`src/rtl/imuldiv_mul_iter_param.sv`:
```
// rtl/imuldiv_mul_iter_param.sv - iterative shift-add W x W -> 2W multiplier
// Sign handling is done on magnitudes; the product is re-signed only on the response path.
module imuldiv_mul_iter_param #(
   parameter int W          = 32,
   parameter bit EARLY_TERM = 1'b1
) (
   input  logic           clk,
   input  logic           reset_n,
   input  logic [W-1:0]   mulreq_msg_a,
   input  logic [W-1:0]   mulreq_msg_b,
   input  logic [1:0]     mulreq_msg_fn,
   input  logic           mulreq_val,
   output logic           mulreq_rdy,
   output logic [2*W-1:0] mulresp_msg_result,
   output logic           mulresp_val,
   input  logic           mulresp_rdy,
   output logic           busy
);

   localparam int PW = 2 * W;
   localparam int CW = $clog2(W);

   typedef enum logic [1:0] {
      S_IDLE = 2'b00,
      S_CALC = 2'b01,
      S_DONE = 2'b10
   } state_t;

   state_t          state_q, state_d;
   logic [PW-1:0]   a_q, a_d;
   logic [W-1:0]    b_q, b_d;
   logic [PW-1:0]   acc_q, acc_d;
   logic [CW-1:0]   cnt_q, cnt_d;
   logic            neg_q, neg_d;

   logic            req_rdy_c;
   logic            resp_val_c;
   logic            busy_c;
   logic            a_signed;
   logic            b_signed;
   logic [W-1:0]    a_mag;
   logic [W-1:0]    b_mag;
   logic            last_iter;

   function automatic logic [W-1:0] magnitude(input logic [W-1:0] v, input logic sgn);
      return (sgn && v[W-1]) ? (~v + W'(1)) : v;
   endfunction

   // fn=11 falls through to unsigned along with fn=00
   assign a_signed  = (mulreq_msg_fn == 2'b01) || (mulreq_msg_fn == 2'b10);
   assign b_signed  = (mulreq_msg_fn == 2'b01);
   assign a_mag     = magnitude(mulreq_msg_a, a_signed);
   assign b_mag     = magnitude(mulreq_msg_b, b_signed);
   assign last_iter = (cnt_q == CW'(W - 1)) || (EARLY_TERM && (b_q[W-1:1] == '0));

   always_ff @(posedge clk or negedge reset_n) begin
      if (!reset_n) begin
         state_q <= S_IDLE;
         a_q     <= '0;
         b_q     <= '0;
         acc_q   <= '0;
         cnt_q   <= '0;
         neg_q   <= 1'b0;
      end else begin
         state_q <= state_d;
         a_q     <= a_d;
         b_q     <= b_d;
         acc_q   <= acc_d;
         cnt_q   <= cnt_d;
         neg_q   <= neg_d;
      end
   end

   always_comb begin
      state_d    = state_q;
      a_d        = a_q;
      b_d        = b_q;
      acc_d      = acc_q;
      cnt_d      = cnt_q;
      neg_d      = neg_q;
      req_rdy_c  = 1'b0;
      resp_val_c = 1'b0;
      busy_c     = 1'b0;
      case (state_q)
         S_IDLE: begin
            req_rdy_c = 1'b1;
            if (mulreq_val) begin
               a_d     = {{W{1'b0}}, a_mag};
               b_d     = b_mag;
               acc_d   = '0;
               cnt_d   = '0;
               neg_d   = (a_signed & mulreq_msg_a[W-1]) ^ (b_signed & mulreq_msg_b[W-1]);
               state_d = S_CALC;
            end
         end
         S_CALC: begin
            busy_c = 1'b1;
            if (b_q[0]) begin
               acc_d = acc_q + a_q;
            end
            a_d   = a_q << 1;
            b_d   = b_q >> 1;
            cnt_d = cnt_q + CW'(1);
            if (last_iter) begin
               state_d = S_DONE;
            end
         end
         S_DONE: begin
            busy_c     = 1'b1;
            resp_val_c = 1'b1;
            if (mulresp_rdy) begin
               state_d = S_IDLE;
            end
         end
         default: begin
            state_d = S_IDLE;
         end
      endcase
   end

   // Ready is also gated by reset so a requester never sees it while reset is held
   assign mulreq_rdy         = req_rdy_c & reset_n;
   assign mulresp_val        = resp_val_c;
   assign busy               = busy_c;
   assign mulresp_msg_result = neg_q ? (~acc_q + PW'(1)) : acc_q;

endmodule

```
`config.mk`:
```
export PLATFORM = sky130hd
export DESIGN_NAME = imuldiv_mul_iter_param
export DESIGN_NICKNAME = d
export VERILOG_FILES = /design/src/rtl/imuldiv_mul_iter_param.sv
export SDC_FILE = /design/constraint.sdc
export NUM_CORES = 1
export LEC_CHECK = 0
export BUFFER_PORTS_ARGS = -buffer_cell sky130_fd_sc_hd__buf_2
export CORE_ASPECT_RATIO = 0.6
export CORE_MARGIN = 2
export CORE_UTILIZATION = 27
export CTS_CLUSTER_DIAMETER = 40
export DETAILED_ROUTE_END_ITERATION = 10
export GPL_ROUTABILITY_DRIVEN = 1
export PLACE_DENSITY = 0.55
export SYNTH_ARGS = -nofsm -noshare
export SYNTH_HDL_FRONTEND = slang
export SYNTH_SLANG_ARGS = --single-unit
```
`constraint.sdc`:
```
create_clock -name clk -period 7.8 [get_ports clk]
set_input_delay 1.17 -clock clk [delete_from_list [all_inputs] [get_ports clk]]
set_output_delay 1.17 -clock clk [all_outputs]
set_load 0.02 [all_outputs]
```
==> flow_summary.toml <==
[yosys]
netlist_instances = 1612
yosys.area.top_type = "dfrtp_1"
avgSynthCellArea_um2 = 8.061
yosysSeqAreaShare_pct = 32.35
synth_area_leaders = "dfrtp_1 (32%), xnor2_1 (7.9%), o21ai_0 (7.6%)"
ys.flop_type = "dfrtp_1"
synth_warnings = 0
ys_types = 71
syn_area_um2 = 12990
synth_nets = 1755
synth_common_cells = "nand2_1 (208), o21ai_0 (198), dfrtp_1 (168), a21oi_1 (158), nor2_1 (137)"
synth_edf_count = 0
async_reset_ff_share_pct = 100.0
synth.most_common_cell = "nand2_1"
yosysTopAreaCellShare_pct = 32.35
ys_ff_latch = 168

[clock_network]
clockBufferDepth = 2
cts_buffers = 17
path_clk_slew_ns = 0.07
root_buffer = "clkbuf_16"
cts_resized = 0
cts_tree = "done"
htreeDepth = 4
cts_setup_buffers = 0
cts_hold_buf = 0
clock_sinks = 168
clk_latency_ns = 0.45

[pwr]
p_leak_nw = 6.460
p_sw_mw = 2.968
ir_worst_vdd_mv = 0.1828
p_sw_share_pct = 51.09
pwr-share-clk_pct = 15.7
p_int_mw = 2.841
seqPwrFrac_pct = 24.6
combPwrFrac_pct = 59.7
power.density_nw_per_um2 = 390.7

[hold_path]
hp-class = "reg -> reg"
holdPathStages = 2

[worst_setup_path]
startpoint_type = "flop"
critPathKind = "reg -> out"
cp.required_ns = 6.63
worstSetupEndpointType = "output pin"
cp.arrival_ns = 4.74
critPathMaxFanout = 6
reg2regPathDepth = 11

[route]
wl_per_cell_um = 17.79
dr.pass1.iters = 5
ant_nets = 0
drt_iter0_drc = 977
drt-total-wl_mm = 41.73
vias_per_cell = 5.219
vias = 12240
drc = 0

[sta]
slew_headroom_pct = 23.92
setup_violations = 0
hold_viol = 0
fin_crit_ns = 5.908
finClkSkew_ns = 0.01153
rsz0062_at_grt = "no"
tns_ns = 0
post-route-period-util_pct = 75.75
fmaxAchievable_mhz = 169.3
maxSlewViolCount = 0
worstMarginPinSlew_ns = 1.141

[die]
row_count = 62
coreArea_um2 = 47710
die_y_um = 173.9
start_util_pct = 27.24
num_io_pins = 137
die_width_um = 287.2
die-area_um2 = 49960

[layout]
drive_gt1_share_pct = 12.51
final_nets = 1833
multiInputGateArea_um2 = 8373
nFillCells = 5101
area_delta_synth_final_pct = 14.39
utilization_pct = 31.16
design_area_um2 = 14870
seq_area_um2 = 4205

[global_route]
use_met3_pct = 3.097
top_usage_layer = "met1"
grt_overflow = 0
grt_pass1_vias = 11570
grt_max_degree = 115
grt_pass1_wl_mm = 66.19
gr-usage-met2_pct = 23.51
antenna_found_initial = 4
met1_usage_pct = 26.04
track_usage_pct = 16.78

[placement]
io_buffers = 136
gp_congestion = 0.9098
place_area_um2 = 14250
dp_hpwl_mm = 31.67

[flow_run]
maxCapViolCount = 0

[status]
outcome = "finished clean"
per-stage QoR:
stage / total power [mW] / hold slack (ns) / setup WS [ns] / std cells
CTS: 5.839 / 0.5119 / 1.831 / 2343
detailed placement: 4.891 / 0.4961 / 2.332 / 2311
global route: 6.256 / 0.5466 / 1.706 / 2346
finish: 5.808 / 0.5191 / 1.892 / 2346
global placement: 4.875 / 0.4904 / 2.413 / 2311
floorplan: 3.773 / 0.4665 / 2.772 / 1612
power by group through the flow:
| stage | Clock (mW) | Combinational, mW | Sequential, mW |
|---|---|---|---|
| 6_report | 0.913 | 3.47 | 1.43 |
| 5_1_grt | 0.966 | 3.82 | 1.47 |
| 4_1_cts | 0.934 | 3.47 | 1.43 |
| 3_5_place_dp | 0 | 3.45 | 1.44 |
| 3_3_place_gp | 0 | 3.45 | 1.43 |
| 2_1_floorplan | 0 | 2.44 | 1.33 |
layout make-up:
type,instances,share of cell area [%]
tap,640,5.387
clock inverter,12,1.178
timing repair buffer,147,5.176
clock buffer,20,2.937
multi-input combinational,1330,56.33
antenna,3,0.05050
inverter,26,0.6565
sequential,168,28.29
worst max-delay path, cell delays in order, from the launching register on:
cell and delay (ns):
dfrtp_1 0.45, or3_1 0.40, or2_1 0.26, or4_4 0.53
or3_4 0.42, or4_4 0.47, or3_1 0.40, or3_4 0.41
or3_1 0.39, o21ai_0 0.21, xnor2_1 0.15, buf_2 0.19
layer usage:
| layer | share of wire [%] | up-vias |
|---|---|---|
| met5 | 0.031 | - |
| met4 | 1.8 | 2 |
| met3 | 4.9 | 38 |
| met2 | 40 | 289 |
| met1 | 53 | 5941 |
| li1 | - | 5973 |
sequential cells by signal, summed over array words and instances, names as in the netlist:
signal and count:
b_q 32, a_q 64, cnt_q 5, acc_q 64
neg_q 1, state_q 2
final timing paths:
| kind | slack (ns) | endpoint | startpoint |
|---|---|---|---|
| setup reg to reg | 3.41 | acc_q[63]$_DFFE_PN0P_ | acc_q[11]$_DFFE_PN0P_ |
| setup / recovery | 1.89 | mulresp_msg_result[56] | acc_q[14]$_DFFE_PN0P_ |
| max in group asynchronous | 5.91 | a_q[24]$_DFFE_PN0P_ | reset_n |
| hold reg to reg | 0.52 | b_q[6]$_DFFE_PN0P_ | b_q[6]$_DFFE_PN0P_ |
| hold / removal | 0.52 | b_q[6]$_DFFE_PN0P_ | b_q[6]$_DFFE_PN0P_ |
| min in group asynchronous | 0.62 | state_q[0]$_DFFE_PN0P_ | reset_n |
cell usage in the layout (no fill, tap or decap), types with 7 or more instances in the layout:
cell type | synthesis | layout
a31oi_1 | 9 | 9
a22o_1 | 38 | 38
o31ai_1 | 31 | 31
xor2_1 | 54 | 54
buf_2 | 0 | 135
a21o_1 | 28 | 28
nand4_1 | 21 | 21
nand3_1 | 25 | 25
buf_4 | 3 | 11
nor3_1 | 15 | 15
o21ai_0 | 198 | 196
dfrtp_1 | 168 | 167
o21a_1 | 11 | 11
nand2b_1 | 14 | 14
nor2_1 | 137 | 136
or3_1 | 19 | 19
and3_1 | 10 | 10
clkbuf_16 | 0 | 17
and2_1 | 7 | 7
nand2_1 | 208 | 208
o41ai_1 | 15 | 15
nor4_1 | 20 | 20
or4_1 | 8 | 8
a21oi_1 | 158 | 158
xnor2_1 | 117 | 117
mux2i_1 | 9 | 9
inv_1 | 25 | 25
nor2b_1 | 8 | 8
a21boi_0 | 7 | 7
ha_1 | 72 | 71
a211oi_1 | 7 | 7
kinds of logic (layout without fill, tap and decap cells):
logic type / Yosys count / count (layout) / share of synthesized area, %
xor+xnor: 171 / 171 / 11.53
other cells: 0 / 3 / 0
compound gates: 553 / 553 / 25.93
fa+ha+maj: 73 / 73 / 7.086
buf+inv: 114 / 205 / 3.534
flops: 168 / 168 / 32.35
mux: 11 / 11 / 0.8666
simple gates: 522 / 522 / 18.71
(Power assumes the default switching activity.)
